--- src/rtl/axi_id_remap_lite.sv ---
// AXI4 ID remapper: compresses wide upstream IDs onto a small table of narrow
// downstream IDs, with independent write (AW/B) and read (AR/R) tables.

package axi_id_remap_lite_pkg;
    localparam int unsigned AddrWidth = 32;
    localparam int unsigned DataWidth = 32;
    localparam int unsigned UserWidth = 1;

    typedef struct packed {
        logic [3:0]           id;
        logic [AddrWidth-1:0] addr;
        logic [7:0]           len;
        logic [2:0]           size;
        logic [1:0]           burst;
        logic                 lock;
        logic [3:0]           cache;
        logic [2:0]           prot;
        logic [3:0]           qos;
        logic [3:0]           region;
        logic [5:0]           atop;
        logic [UserWidth-1:0] user;
    } slv_aw_chan_t;

    typedef struct packed {
        logic [1:0]           id;
        logic [AddrWidth-1:0] addr;
        logic [7:0]           len;
        logic [2:0]           size;
        logic [1:0]           burst;
        logic                 lock;
        logic [3:0]           cache;
        logic [2:0]           prot;
        logic [3:0]           qos;
        logic [3:0]           region;
        logic [5:0]           atop;
        logic [UserWidth-1:0] user;
    } mst_aw_chan_t;

    typedef struct packed {
        logic [3:0]           id;
        logic [AddrWidth-1:0] addr;
        logic [7:0]           len;
        logic [2:0]           size;
        logic [1:0]           burst;
        logic                 lock;
        logic [3:0]           cache;
        logic [2:0]           prot;
        logic [3:0]           qos;
        logic [3:0]           region;
        logic [UserWidth-1:0] user;
    } slv_ar_chan_t;

    typedef struct packed {
        logic [1:0]           id;
        logic [AddrWidth-1:0] addr;
        logic [7:0]           len;
        logic [2:0]           size;
        logic [1:0]           burst;
        logic                 lock;
        logic [3:0]           cache;
        logic [2:0]           prot;
        logic [3:0]           qos;
        logic [3:0]           region;
        logic [UserWidth-1:0] user;
    } mst_ar_chan_t;

    typedef struct packed {
        logic [DataWidth-1:0]   data;
        logic [DataWidth/8-1:0] strb;
        logic                   last;
        logic [UserWidth-1:0]   user;
    } w_chan_t;

    typedef struct packed {
        logic [3:0]           id;
        logic [1:0]           resp;
        logic [UserWidth-1:0] user;
    } slv_b_chan_t;

    typedef struct packed {
        logic [1:0]           id;
        logic [1:0]           resp;
        logic [UserWidth-1:0] user;
    } mst_b_chan_t;

    typedef struct packed {
        logic [3:0]           id;
        logic [DataWidth-1:0] data;
        logic [1:0]           resp;
        logic                 last;
        logic [UserWidth-1:0] user;
    } slv_r_chan_t;

    typedef struct packed {
        logic [1:0]           id;
        logic [DataWidth-1:0] data;
        logic [1:0]           resp;
        logic                 last;
        logic [UserWidth-1:0] user;
    } mst_r_chan_t;

    typedef struct packed {
        slv_aw_chan_t aw;
        logic         aw_valid;
        w_chan_t      w;
        logic         w_valid;
        logic         b_ready;
        slv_ar_chan_t ar;
        logic         ar_valid;
        logic         r_ready;
    } slv_req_t;

    typedef struct packed {
        logic        aw_ready;
        logic        ar_ready;
        logic        w_ready;
        logic        b_valid;
        slv_b_chan_t b;
        logic        r_valid;
        slv_r_chan_t r;
    } slv_rsp_t;

    typedef struct packed {
        mst_aw_chan_t aw;
        logic         aw_valid;
        w_chan_t      w;
        logic         w_valid;
        logic         b_ready;
        mst_ar_chan_t ar;
        logic         ar_valid;
        logic         r_ready;
    } mst_req_t;

    typedef struct packed {
        logic        aw_ready;
        logic        ar_ready;
        logic        w_ready;
        logic        b_valid;
        mst_b_chan_t b;
        logic        r_valid;
        mst_r_chan_t r;
    } mst_rsp_t;
endpackage

// One direction's remap table: request-side lookup/allocation and
// response-side reverse lookup with per-entry outstanding counters.
module axi_id_remap_lite_table #(
    parameter int unsigned SlvIdWidth   = 4,
    parameter int unsigned MstIdWidth   = 2,
    parameter int unsigned MaxUniqIds   = 4,
    parameter int unsigned MaxTxnsPerId = 4
) (
    input  logic                  clk_i,
    input  logic                  rst_i,
    input  logic                  req_valid,
    input  logic [SlvIdWidth-1:0] req_id,
    input  logic                  dn_ready,
    output logic                  req_ok,
    output logic [MstIdWidth-1:0] req_mst_id,
    input  logic                  rsp_valid,
    input  logic [MstIdWidth-1:0] rsp_id,
    input  logic                  rsp_done,
    output logic [SlvIdWidth-1:0] rsp_slv_id
);
    localparam int unsigned IdxW = (MaxUniqIds > 1) ? $clog2(MaxUniqIds) : 1;
    localparam int unsigned CntW = $clog2(MaxTxnsPerId + 1);
    localparam logic [CntW-1:0] MaxCnt = CntW'(MaxTxnsPerId);

    logic [MaxUniqIds-1:0] valid_q;
    logic [SlvIdWidth-1:0] id_q  [MaxUniqIds];
    logic [CntW-1:0]       cnt_q [MaxUniqIds];
    logic                  held_q;
    logic [IdxW-1:0]       held_idx_q;

    logic                  hit, any_free, usable, inc, dec, rsp_in_range;
    logic [IdxW-1:0]       hit_idx, free_idx, sel_idx, rsp_idx;
    logic [MaxUniqIds-1:0] inc_vec, dec_vec;

    // NOTE: every always_comb output gets a default first so no path can infer a latch.
    always_comb begin
        hit      = 1'b0;
        hit_idx  = '0;
        any_free = 1'b0;
        free_idx = '0;
        // Descending scan so the lowest matching/free index wins.
        for (int i = int'(MaxUniqIds) - 1; i >= 0; i--) begin
            if (valid_q[i] && id_q[i] == req_id) begin
                hit     = 1'b1;
                hit_idx = IdxW'(i);
            end
            if (!valid_q[i]) begin
                any_free = 1'b1;
                free_idx = IdxW'(i);
            end
        end

        // A request stalled only by downstream ready keeps its index so the
        // presented mst id cannot change before the handshake.
        if (held_q) begin
            sel_idx = held_idx_q;
            usable  = !valid_q[held_idx_q] || (cnt_q[held_idx_q] < MaxCnt);
        end else if (hit) begin
            sel_idx = hit_idx;
            usable  = cnt_q[hit_idx] < MaxCnt;
        end else begin
            sel_idx = free_idx;
            usable  = any_free;
        end

        req_ok     = usable && !rst_i;
        req_mst_id = MstIdWidth'(sel_idx);
        inc        = req_valid && req_ok && dn_ready;

        rsp_in_range = 32'(rsp_id) < MaxUniqIds;
        rsp_idx      = rsp_in_range ? IdxW'(rsp_id) : '0;
        rsp_slv_id   = id_q[rsp_idx];
        dec          = rsp_done && rsp_in_range;

        for (int i = 0; i < int'(MaxUniqIds); i++) begin
            inc_vec[i] = inc && (sel_idx == IdxW'(i));
            dec_vec[i] = dec && (rsp_idx == IdxW'(i));
        end
    end

    // NOTE: sequential state uses non-blocking assignments so every register samples pre-edge values.
    always_ff @(posedge clk_i) begin
        if (rst_i) begin
            valid_q    <= '0;
            held_q     <= 1'b0;
            held_idx_q <= '0;
            for (int i = 0; i < int'(MaxUniqIds); i++) cnt_q[i] <= '0;
        end else begin
            held_q     <= req_valid && req_ok && !dn_ready;
            held_idx_q <= sel_idx;
            for (int i = 0; i < int'(MaxUniqIds); i++) begin
                if (inc_vec[i] && !dec_vec[i]) begin
                    cnt_q[i]   <= cnt_q[i] + CntW'(1);
                    valid_q[i] <= 1'b1;
                end else if (dec_vec[i] && !inc_vec[i]) begin
                    cnt_q[i] <= cnt_q[i] - CntW'(1);
                    if (cnt_q[i] == CntW'(1)) valid_q[i] <= 1'b0;
                end
            end
        end
    end

    // NOTE: the stored IDs are storage qualified by valid_q, so they carry no reset.
    always_ff @(posedge clk_i) begin
        for (int i = 0; i < int'(MaxUniqIds); i++) begin
            if (inc_vec[i] && !valid_q[i]) id_q[i] <= req_id;
        end
    end

    a_rsp_valid_entry: assert property (@(posedge clk_i) disable iff (rst_i)
        rsp_valid |-> (rsp_in_range && valid_q[rsp_idx]))
        else $error("response id does not map to a valid entry");

    a_no_underflow: assert property (@(posedge clk_i) disable iff (rst_i)
        (rsp_done && rsp_in_range) |-> (cnt_q[rsp_idx] != '0))
        else $error("outstanding counter underflow");
endmodule

module axi_id_remap_lite #(
    parameter int unsigned SlvIdWidth   = 4,
    parameter int unsigned MstIdWidth   = 2,
    parameter int unsigned MaxUniqIds   = 4,
    parameter int unsigned MaxTxnsPerId = 4,
    parameter type slv_req_t = axi_id_remap_lite_pkg::slv_req_t,
    parameter type slv_rsp_t = axi_id_remap_lite_pkg::slv_rsp_t,
    parameter type mst_req_t = axi_id_remap_lite_pkg::mst_req_t,
    parameter type mst_rsp_t = axi_id_remap_lite_pkg::mst_rsp_t
) (
    input  logic     clk_i,
    input  logic     rst_i,
    input  slv_req_t slv_req_i,
    output slv_rsp_t slv_resp_o,
    output mst_req_t mst_req_o,
    input  mst_rsp_t mst_resp_i
);
    logic                  aw_ok, ar_ok;
    logic [MstIdWidth-1:0] aw_mst_id, ar_mst_id;
    logic [SlvIdWidth-1:0] b_slv_id, r_slv_id;

    axi_id_remap_lite_table #(
        .SlvIdWidth  (SlvIdWidth),
        .MstIdWidth  (MstIdWidth),
        .MaxUniqIds  (MaxUniqIds),
        .MaxTxnsPerId(MaxTxnsPerId)
    ) u_wr_table (
        .clk_i     (clk_i),
        .rst_i     (rst_i),
        .req_valid (slv_req_i.aw_valid),
        .req_id    (slv_req_i.aw.id),
        .dn_ready  (mst_resp_i.aw_ready),
        .req_ok    (aw_ok),
        .req_mst_id(aw_mst_id),
        .rsp_valid (mst_resp_i.b_valid),
        .rsp_id    (mst_resp_i.b.id),
        .rsp_done  (mst_resp_i.b_valid && slv_req_i.b_ready),
        .rsp_slv_id(b_slv_id)
    );

    axi_id_remap_lite_table #(
        .SlvIdWidth  (SlvIdWidth),
        .MstIdWidth  (MstIdWidth),
        .MaxUniqIds  (MaxUniqIds),
        .MaxTxnsPerId(MaxTxnsPerId)
    ) u_rd_table (
        .clk_i     (clk_i),
        .rst_i     (rst_i),
        .req_valid (slv_req_i.ar_valid),
        .req_id    (slv_req_i.ar.id),
        .dn_ready  (mst_resp_i.ar_ready),
        .req_ok    (ar_ok),
        .req_mst_id(ar_mst_id),
        .rsp_valid (mst_resp_i.r_valid),
        .rsp_id    (mst_resp_i.r.id),
        .rsp_done  (mst_resp_i.r_valid && slv_req_i.r_ready && mst_resp_i.r.last),
        .rsp_slv_id(r_slv_id)
    );

    always_comb begin
        mst_req_o  = '0;
        slv_resp_o = '0;

        mst_req_o.aw.id     = aw_mst_id;
        mst_req_o.aw.addr   = slv_req_i.aw.addr;
        mst_req_o.aw.len    = slv_req_i.aw.len;
        mst_req_o.aw.size   = slv_req_i.aw.size;
        mst_req_o.aw.burst  = slv_req_i.aw.burst;
        mst_req_o.aw.lock   = slv_req_i.aw.lock;
        mst_req_o.aw.cache  = slv_req_i.aw.cache;
        mst_req_o.aw.prot   = slv_req_i.aw.prot;
        mst_req_o.aw.qos    = slv_req_i.aw.qos;
        mst_req_o.aw.region = slv_req_i.aw.region;
        mst_req_o.aw.atop   = slv_req_i.aw.atop;
        mst_req_o.aw.user   = slv_req_i.aw.user;
        mst_req_o.aw_valid  = slv_req_i.aw_valid && aw_ok;
        slv_resp_o.aw_ready = mst_resp_i.aw_ready && aw_ok;

        mst_req_o.ar.id     = ar_mst_id;
        mst_req_o.ar.addr   = slv_req_i.ar.addr;
        mst_req_o.ar.len    = slv_req_i.ar.len;
        mst_req_o.ar.size   = slv_req_i.ar.size;
        mst_req_o.ar.burst  = slv_req_i.ar.burst;
        mst_req_o.ar.lock   = slv_req_i.ar.lock;
        mst_req_o.ar.cache  = slv_req_i.ar.cache;
        mst_req_o.ar.prot   = slv_req_i.ar.prot;
        mst_req_o.ar.qos    = slv_req_i.ar.qos;
        mst_req_o.ar.region = slv_req_i.ar.region;
        mst_req_o.ar.user   = slv_req_i.ar.user;
        mst_req_o.ar_valid  = slv_req_i.ar_valid && ar_ok;
        slv_resp_o.ar_ready = mst_resp_i.ar_ready && ar_ok;

        mst_req_o.w        = slv_req_i.w;
        mst_req_o.w_valid  = slv_req_i.w_valid && !rst_i;
        slv_resp_o.w_ready = mst_resp_i.w_ready && !rst_i;

        slv_resp_o.b.id    = b_slv_id;
        slv_resp_o.b.resp  = mst_resp_i.b.resp;
        slv_resp_o.b.user  = mst_resp_i.b.user;
        slv_resp_o.b_valid = mst_resp_i.b_valid;
        mst_req_o.b_ready  = slv_req_i.b_ready;

        slv_resp_o.r.id    = r_slv_id;
        slv_resp_o.r.data  = mst_resp_i.r.data;
        slv_resp_o.r.resp  = mst_resp_i.r.resp;
        slv_resp_o.r.last  = mst_resp_i.r.last;
        slv_resp_o.r.user  = mst_resp_i.r.user;
        slv_resp_o.r_valid = mst_resp_i.r_valid;
        mst_req_o.r_ready  = slv_req_i.r_ready;
    end

    // Atomic transactions would need response tracking this block does not have.
    a_no_atop: assert property (@(posedge clk_i) disable iff (rst_i)
        slv_req_i.aw_valid |-> (slv_req_i.aw.atop == '0))
        else $error("atomic AW (atop != 0) is not supported");
endmodule
--- config.mk ---
export PLATFORM = sky130hd
export DESIGN_NAME = axi_id_remap_lite
export DESIGN_NICKNAME = d
export VERILOG_FILES = /design/src/rtl/axi_id_remap_lite.sv
export SDC_FILE = /design/constraint.sdc
export NUM_CORES = 1
export LEC_CHECK = 0
export BUFFER_PORTS_ARGS = -buffer_cell sky130_fd_sc_hd__buf_2
export CELL_PAD_IN_SITES_DETAIL_PLACEMENT = 2
export CELL_PAD_IN_SITES_GLOBAL_PLACEMENT = 2
export CORE_MARGIN = 5
export CORE_UTILIZATION = 22
export DETAILED_ROUTE_END_ITERATION = 8
export PLACE_DENSITY_LB_ADDON = 0.1
export SYNTH_ARGS = -nofsm -noshare
export SYNTH_HDL_FRONTEND = slang
export SYNTH_SLANG_ARGS = --single-unit
--- constraint.sdc ---
create_clock -name clk_i -period 3.6 [get_ports clk_i]
set_clock_uncertainty 0.2 [all_clocks]
set_input_delay 0.18 -clock clk_i [delete_from_list [all_inputs] [get_ports clk_i]]
set_output_delay 0.18 -clock clk_i [all_outputs]
set_load 0.03 [all_outputs]
==> impl_metrics.env, run 1 <==
export IMPL_numCtsBuffers=9
export IMPL_boundaryPins=460
export IMPL_clk_latency_ns=0.35
export IMPL_portBuffers=47
export IMPL_worstSetupPathType="in2reg"
export IMPL_gr_total_overflow=0
export IMPL_outcome="complete, no violations"
export IMPL_power_density_nw_per_um2=357
export IMPL_ys_ff_latch=70
export IMPL_finalHoldViolCount=0
export IMPL_cap_violations=0
export IMPL_startpoint_type="input port"
export IMPL_finalCritPeriodShare_pct=95.4
export IMPL_route_detailed_drc=0
export IMPL_place_gp_congestion=0.705
export IMPL_worstSetupEndpointType="flop"
export IMPL_worstMarginPinSlew_ns=0.553
export IMPL_synthTopCellsByCount="buf_4 (211), edfxtp_1 (56), nor2_1 (56)"
export IMPL_p_int_mw=1.53
export IMPL_fin_cells=909
export IMPL_synth_main_ff_cell="edfxtp_1"
export IMPL_power_leakage_nw=2.30
export IMPL_combPwrFrac_pct=11.3
export IMPL_setup_viol=0
export IMPL_drive_above_1_share_pct=20.3
export IMPL_synth_edf_count=56
export IMPL_pwr_share_seq_pct=43.8
export IMPL_synth_yosys_warnings=0
export IMPL_dp_cells=881
export IMPL_first_pass_iters=4
export IMPL_drv_slew=0
export IMPL_max_freq_ghz=0.291
export IMPL_ys_seq_area_share_pct=31.8
export IMPL_syn_inst=667
export IMPL_grt_pass1_vias=4365
export IMPL_pwr_share_clk_pct=45.0
export IMPL_setup_ws_ns=0.167
export IMPL_clk_pin_slew_ns=0.06
export IMPL_post_synth_top_count_cell="buf_4"
export IMPL_yosys_area_top_type="edfxtp_1"
export IMPL_dp_slack_ns=0.184
export IMPL_drt_iter0_drc=97
export IMPL_htreeDepth=3
export IMPL_netlist_area_um2=6180
export IMPL_syn_avg_cell_area_um2=9.26
export IMPL_wire_per_inst_um=18.5
export IMPL_ir_drop_v=0.000179
export IMPL_clock_path_buffers=2
export IMPL_synthTopCellsByArea="edfxtp_1 (27%), buf_4 (26%), ha_1 (8.5%)"
export IMPL_die_area_um2=31500
export IMPL_ys_types=47
export IMPL_slew_headroom_pct=63.0
export IMPL_cts_root_buf="clkbuf_16"
export IMPL_drt_antenna_violating_nets=0
export IMPL_met1_length_um=6700
export IMPL_die_h_um=178
export IMPL_synthArstFlopShare_pct=0
export IMPL_wl_met3_um=1120
export IMPL_cts_tree="done"
export IMPL_final_nets=799
export IMPL_synth_fp_nets=940
export IMPL_diodes=0
export IMPL_syn_to_final_growth_pct=-5.08
export IMPL_grt_use_total_pct=10.5
export IMPL_hpwl_um=13300
export IMPL_crit_required_ns=3.49
export IMPL_critPathArrivalTime_ns=3.33
export IMPL_worstPathMaxFanout=8
export IMPL_switching_power_uw=566
export IMPL_grt_first_pass_wirelength_um=25300
export IMPL_route_met2_wl_um=8400
export IMPL_min_path_type="in2reg"
export IMPL_floorplan_rows=61
export IMPL_coreArea_um2=27800
export IMPL_post_cts_setup_buffer_count=0
export IMPL_yosys_area_top_type_share_pct=27.2
export IMPL_power_mw=2.09
export IMPL_switching_share_pct=27.0
export IMPL_clkSinkCount=70
export IMPL_initial_core_util_pct=22.2
export IMPL_avgViaCountPerCell=4.22
export IMPL_vias=3832
export IMPL_antenna_found_initial=0
export IMPL_die_w_um=178
export IMPL_period_needed_ns=3.43
export IMPL_grt_max_degree=28
export IMPL_rsz0062_at_grt="yes"
export IMPL_wl_um=16800
export IMPL_top_layer="met4"
stage by stage:
stage               setup TNS (ns)  hold slack [ns]  area [um^2]  util (%)
detailed placement               0            0.160         5350      19.3
global route               -0.0164            0.138         5860      21.1
finish                           0            0.120         5860      21.1
global placement                 0            0.160         5350      19.3
CTS                              0            0.121         5770      20.8
floorplan                        0           0.0524         6180         -
sequential cells by signal, indices dropped and copies added (netlist names):
register and flops:
u_wr_table.id_q 16, u_wr_table.held_q 1, u_rd_table.id_q 16, u_rd_table.cnt_q 12, u_rd_table.held_idx_q 2, u_rd_table.valid_q 4, u_rd_table.held_q 1, u_wr_table.cnt_q 12
u_wr_table.valid_q 4, u_wr_table.held_idx_q 2
layout make-up:
type,instances,area [um^2]
sequential,70,1960
tap,378,473
clock buffer,10,229
multi-input combinational,332,2520
fill,3173,21900
inverter,40,150
timing repair buffer,73,463
clock inverter,6,68.8
cells in the final DEF, fill, tap and decap left out, types with 4 or more instances in the layout:
master / instances
mux2i_1: 8
a22oi_1: 7
o21ai_0: 7
edfxtp_1: 56
nand2_1: 25
buf_2: 46
inv_1: 40
nand3_1: 13
or3_1: 13
ha_1: 41
nor2b_1: 19
a21oi_1: 13
mux4_2: 8
a221oi_1: 4
dlygate4sd3_1: 12
buf_4: 14
nor2_1: 56
nand3b_1: 4
xnor2_1: 7
clkbuf_16: 9
xor2_1: 32
nor3_1: 19
nand2b_1: 5
dfxtp_1: 14
or2_2: 4
path summary, 6_finish.rpt:
check / depth (start not counted) / end / from / slack (ns)
hold reg to reg: 2 / u_rd_table.valid_q[3] / u_rd_table.valid_q[3] / 0.41
hold / removal: 3 / u_rd_table.valid_q[0] / rst_i / 0.12
setup reg to reg: 9 / u_rd_table.cnt_q[0][2] / u_rd_table.id_q[2][2] / 0.30
setup / recovery: 11 / u_wr_table.cnt_q[1][0] / slv_req_i[178] / 0.17
power groups by stage:
stage	logic (mW)	registers (mW)	clock network, mW
after floorplan	0.574	0.926	0
after global placement	0.225	0.935	0
after detailed placement	0.227	0.936	0
after CTS	0.238	0.918	0.985
after global routing	0.264	0.920	1.02
final	0.236	0.917	0.942
worst max-delay path: stages:
cell and delay [ns]:
dlygate4sd3_1 0.54, buf_2 0.19, xor2_1 0.17, nor3_1 0.19, nand3_1 0.19, o311a_1 0.41, o211ai_4 0.24, nand4_4 0.18
or3_1 0.42, ha_2 0.21, or3_4 0.39
layer usage:
layer | global-route usage [%] | vias to the layer above
li1 | - | 1741
met1 | 11.4 | 1847
met2 | 18.7 | 154
met3 | 3.39 | 90
met4 | 4.48 | 0
met5 | 0 | -
kinds of logic after synthesis:
| group | synth area share (%) |
|---|---|
| AO/OA/AOI/OAI | 5.47 |
| AND/OR/NAND/NOR | 14.9 |
| buffers and inverters | 28.9 |
| multiplexers | 4.58 |
| flip-flops | 31.8 |
| adder cells (fa/ha/maj) | 8.51 |
| XOR/XNOR | 5.81 |
repair_timing:
item | 4_1_cts | 5_1_grt
setup endpoints to repair | 0 | 32
endpoints found under the hold margin | 34 | 0
hold buffers | 12 | 0
gates resized for setup | 0 | 18
No activity file was read; power rests on OpenSTA's default activity.
==> inputs of run 2 (changes only) <==
Settings changed: BUFFER_PORTS_ARGS -buffer_cell sky130_fd_sc_hd__buf_2 to -buffer_cell sky130_fd_sc_hd__buf_4.
==> run 2 against run 1 <==
  * Non-clock buffer count is 2 lower
  * Design area is 0.98% higher
  * Sequential share of layout area fell by 0.33 points
  * Worst hold slack gained 0.040 ns
  * Critical path type unchanged
==> impl_metrics.env, run 2 (synthesized netlist as in run 1, its figures left out) <==
export IMPL_final_common_cell="buf_4"
export IMPL_power_mw=2.14
export IMPL_setup_ws_ns=0.126
export IMPL_dp_slack_ns=0.147
export IMPL_vias=3879
export IMPL_fin_util_pct=21.3
export IMPL_clk_latency_ns=0.35
export IMPL_worstSetupPathType="in2reg"
export IMPL_place_gp_congestion=0.725
export IMPL_grt_max_degree=20
export IMPL_finalHoldViolCount=0
export IMPL_ir_drop_v=0.000146
export IMPL_min_path_type="in2out"
export IMPL_critPathArrivalTime_ns=3.35
export IMPL_reg_top3="u_rd_table.id_q: 16 flops, u_wr_table.id_q: 16 flops"
export IMPL_period_needed_ns=3.47
export IMPL_drt_antenna_violating_nets=0
export IMPL_startpoint_type="input port"
export IMPL_cp_buffers_inverters=2
export IMPL_worstMarginPinSlew_ns=0.500
export IMPL_fillers=3153
export IMPL_hpwl_um=13300
export IMPL_drt_iter0_drc=104
export IMPL_die_area_um2=31500
export IMPL_gr_total_overflow=0
export IMPL_wire_per_inst_um=18.8
export IMPL_setup_viol=0
export IMPL_worstPathMaxFanout=8
export IMPL_worstSetupEndpointType="flop"
export IMPL_antenna_found_initial=0
export IMPL_avgViaCountPerCell=4.28
export IMPL_power_leakage_nw=2.31
export IMPL_crit_required_ns=3.48
export IMPL_numCtsBuffers=9
export IMPL_grt_use_total_pct=10.6
export IMPL_final_nets=797
export IMPL_cpMostUsedCell="or3_1"
export IMPL_worst_path_largest_cell_delay_ns=0.53
export IMPL_drv_slew=0
export IMPL_coreArea_um2=27800
export IMPL_route_detailed_drc=0
export IMPL_rsz0062_at_grt="no"
export IMPL_final_cell_mix="buf_4 (58), nor2_1 (56), edfxtp_1 (56)"
export IMPL_portBuffers=47
export IMPL_power_density_nw_per_um2=361
export IMPL_outcome="complete, no violations"
export IMPL_die_w_um=178
export IMPL_clock_path_buffers=2
export IMPL_cts_root_buf="clkbuf_16"
export IMPL_die_h_um=178
export IMPL_clkSinkCount=70
export IMPL_slew_headroom_pct=66.6
export IMPL_cap_violations=0
export IMPL_drive_above_1_share_pct=18.0
export IMPL_diodes=0
export IMPL_initial_core_util_pct=22.2
export IMPL_holdWs_ns=0.160
export IMPL_crit_chain="dlygate4sd3_1, buf_4, xor2_1, nor3_1, nand3_1, o311a_1, o211ai_4, nand4_4, or3_1, ha_1, or3_1"
export IMPL_floorplan_rows=61
export IMPL_tns_ns=0
export IMPL_grt_pass1_vias=4336
export IMPL_boundaryPins=460
export IMPL_htreeDepth=3
export IMPL_clk_pin_slew_ns=0.06
export IMPL_critPathTopFamily="simple AND/OR/NAND/NOR gates"
export IMPL_crit_slowest_cell="dlygate4sd3_1"
export IMPL_grt_first_pass_wirelength_um=25600
export IMPL_finalCritPeriodShare_pct=96.5
export IMPL_wl_um=17100
export IMPL_syn_to_final_growth_pct=-4.15
export IMPL_first_pass_iters=5
export IMPL_cts_tree="done"
export IMPL_max_freq_ghz=0.288
==> run 2: where the power goes <==
| group | switching [mW] | internal (mW) | total, mW |
|---|---|---|---|
| sequential | 0.0226 | 0.894 | 0.916 |
| combinational | 0.147 | 0.105 | 0.251 |
| clock | 0.409 | 0.560 | 0.969 |
| total | 0.578 | 1.56 | 2.14 |
==> run 2: worst paths after layout <==
path                          from                      to  slack, ns  cells past startpoint
min                 slv_req_i[116]          mst_req_o[114]       0.16                      0
max                 slv_req_i[178]  u_wr_table.cnt_q[1][0]       0.13                     11
max reg2reg  u_rd_table.id_q[2][2]  u_rd_table.cnt_q[0][1]       0.28                      9
min reg2reg  u_rd_table.valid_q[3]   u_rd_table.valid_q[3]       0.42                      2
==> run 2: through the flow <==
step / std cells / instance area [um^2]
after floorplan: 667 / 6180
after global routing: 907 / 5920
after detailed placement: 877 / 5440
final: 907 / 5920
after global placement: 877 / 5440
after CTS: 906 / 5880
==> run 2: cell type report <==
type	count	area (um^2)	area share (%)
tap	378	473	7.99
sequential	70	1960	33.1
multi-input combinational	332	2460	41.6
inverter	40	150	2.54
clock inverter	6	70.1	1.18
timing repair buffer	71	566	9.55
clock buffer	10	239	4.04
==> run 2: routing by layer <==
metal | routed length (um) | global-route usage [%] | up-vias
met5 | 0 | 0 | -
met2 | 8410 | 18.5 | 159
met1 | 6830 | 11.7 | 1880
met3 | 1190 | 3.54 | 96
li1 | - | - | 1744
met4 | 648 | 4.87 | 0
==> run 2: what timing repair did <==
action                     4_1_cts  5_1_grt
setup endpoints to repair        0       26
resized for setup                0        5
setup buffers                    0        1
hold buffers                    13        0
hold endpoints to repair        37        0
==> inputs of run 3 (changes only) <==
Settings changed: CAP_MARGIN set to 20, CORE_AREA set to 2 2 181 183, CORE_MARGIN 5 to not set, CORE_UTILIZATION 22 to not set, DIE_AREA set to 0 0 183 185.
==> run 3 against run 2 <==
  * Sequential share of layout area decreased by 0.52 points
  * Combinational power hardly changed
  * Largest power group unchanged
  * Clock power up 4%
  * Setup slack better by 0.016 ns
  * Routed wire length shrank 1.4%
  * Flip-flop and latch count stayed put
==> impl_metrics.env, run 3 (synthesized netlist as in run 1, its figures left out) <==
export IMPL_whs_path_depth=0
export IMPL_hold_start="slv_req_i[103]"
export IMPL_clkSinkCount=70
export IMPL_hpwl_um=13300
export IMPL_gr_total_overflow=0
export IMPL_final_cell_mix="buf_4 (63), nor2_1 (56), edfxtp_1 (56)"
export IMPL_dpl_instance_area_um2=5520
export IMPL_initial_core_util_pct=19.3
export IMPL_drv_slew=0
export IMPL_outcome="complete, no violations"
export IMPL_finalCritPeriodShare_pct=96.1
export IMPL_clock_path_buffers=2
export IMPL_final_common_cell="buf_4"
export IMPL_crit_reg2reg_capture="u_wr_table.cnt_q[1][1]"
export IMPL_setup_viol=0
export IMPL_floorplan_rows=66
export IMPL_r2r_start="u_wr_table.id_q[3][0]"
export IMPL_fin_cells=942
export IMPL_power_density_nw_per_um2=362
export IMPL_crit_chain="dlygate4sd3_1, buf_4, xor2_1, nor3_1, nand3_1, o311a_1, o211ai_4, nand4_4, or3_1, ha_1, or3_1"
export IMPL_grt_max_degree=25
export IMPL_cap_violations=0
export IMPL_rsz0062_at_grt="no"
export IMPL_cts_root_buf="clkbuf_16"
export IMPL_htreeDepth=3
export IMPL_post_cts_setup_buffer_count=0
export IMPL_critPathTopFamily="simple AND/OR/NAND/NOR gates"
export IMPL_critPathArrivalTime_ns=3.34
export IMPL_worst_path_stages=11
export IMPL_finalHoldViolCount=0
export IMPL_min_to="mst_req_o[101]"
export IMPL_slew_headroom_pct=67.2
export IMPL_fin_util_pct=18.8
export IMPL_worstSetupPathType="in2reg"
export IMPL_startpoint_type="input port"
export IMPL_rrSetupSlack_ns=0.29
export IMPL_wl_um=16800
export IMPL_ir_drop_v=0.000136
export IMPL_coreArea_um2=32000
export IMPL_avgViaCountPerCell=4.03
export IMPL_grt_first_pass_wirelength_um=25900
export IMPL_boundaryPins=460
export IMPL_period_needed_ns=3.46
export IMPL_drt_iter0_drc=137
export IMPL_drive_above_1_share_pct=19.1
export IMPL_first_pass_iters=4
export IMPL_clk_latency_ns=0.34
export IMPL_grt_use_total_pct=10.1
export IMPL_power_leakage_nw=2.34
export IMPL_die_area_um2=33900
export IMPL_cts_tree="done"
export IMPL_die_h_um=185
export IMPL_clk_pin_slew_ns=0.06
export IMPL_diodes=0
export IMPL_fillers=3636
export IMPL_min_path_type="in2out"
export IMPL_wire_per_inst_um=17.9
export IMPL_antenna_found_initial=0
export IMPL_cp_buffers_inverters=2
export IMPL_syn_to_final_growth_pct=-2.61
export IMPL_cpMostUsedCell="or3_1"
export IMPL_reg_top3="u_rd_table.id_q: 16 flops, u_wr_table.id_q: 16 flops"
export IMPL_die_w_um=183
export IMPL_tns_ns=0
export IMPL_numCtsBuffers=9
export IMPL_drt_antenna_violating_nets=0
export IMPL_worstPathMaxFanout=8
export IMPL_route_detailed_drc=0
export IMPL_max_freq_ghz=0.289
export IMPL_worstMarginPinSlew_ns=0.491
export IMPL_finalInstanceArea_um2=6020
export IMPL_rr_worst_depth=9
export IMPL_portBuffers=47
export IMPL_holdWs_ns=0.160
export IMPL_vias=3796
export IMPL_final_nets=802
export IMPL_place_gp_congestion=0.690
export IMPL_grt_pass1_vias=4321
export IMPL_worstSetupEndpointType="flop"
export IMPL_crit_start="slv_req_i[177]"
export IMPL_crit_slowest_cell="dlygate4sd3_1"
export IMPL_dp_cells=913
export IMPL_crit_required_ns=3.48
export IMPL_worst_path_largest_cell_delay_ns=0.54
## run 3: final cells by class
cell class | count | area, um^2 | share of cell area (%)
Clock inverter | 7 | 98.8 | 1.64
Multi-Input combinational cell | 332 | 2470 | 41.0
Tap cell | 408 | 510 | 8.49
Timing Repair Buffer | 76 | 603 | 10.0
Sequential cell | 70 | 1960 | 32.6
Clock buffer | 9 | 225 | 3.74
Inverter | 40 | 150 | 2.50
## run 3: what timing repair did
action / 4_1_cts / 5_1_grt
hold endpoints to repair: 38 / 1
endpoints found under the setup margin: 0 / 17
hold buffers: 12 / 1
resized for setup: 0 / 7
## run 3: routing by layer
metal	vias up	GRT usage [%]	wire [um]
met5	-	0	0
met4	0	4.54	569
li1	1751	-	-
met3	78	3.07	1040
met1	1824	11.2	6980
met2	143	17.7	8250
## run 3: how the worst max path moves through the flow
stage | slack, ns | to
after CTS | 0.1 | u_wr_table.cnt_q[1][1]
after global routing | 0.01 | u_wr_table.cnt_q[1][1]
after floorplan | 0.39 | u_wr_table.cnt_q[3][0]
final | 0.14 | u_wr_table.cnt_q[1][1]
after detailed placement | 0.24 | u_wr_table.cnt_q[1][0]
after global placement | 0.28 | u_rd_table.cnt_q[3][2]
## run 3: stage by stage
stage | setup WS, ns | power (mW)
after floorplan | 0.385 | 1.50
after global placement | 0.284 | 1.18
after detailed placement | 0.239 | 1.18
after CTS | 0.0976 | 2.24
after global routing | 0.0132 | 2.29
final | 0.142 | 2.18
## run 3: report_power, final
part           switching [mW]  internal (mW)  total, mW
clock network           0.400          0.610       1.01
registers              0.0229          0.894      0.917
logic                   0.145          0.105      0.250
total                   0.568           1.61       2.18
## run 3: worst register-to-register path, delay by kind of cell (launching register included)
| family | cells | cell delay (ns) |
|---|---|---|
| flip-flops | 1 | 0.41 |
| adder cells (fa/ha/maj) | 1 | 0.24 |
| AO/OA/AOI/OAI | 2 | 0.64 |
| AND/OR/NAND/NOR | 5 | 1.39 |
| XOR/XNOR | 1 | 0.17 |
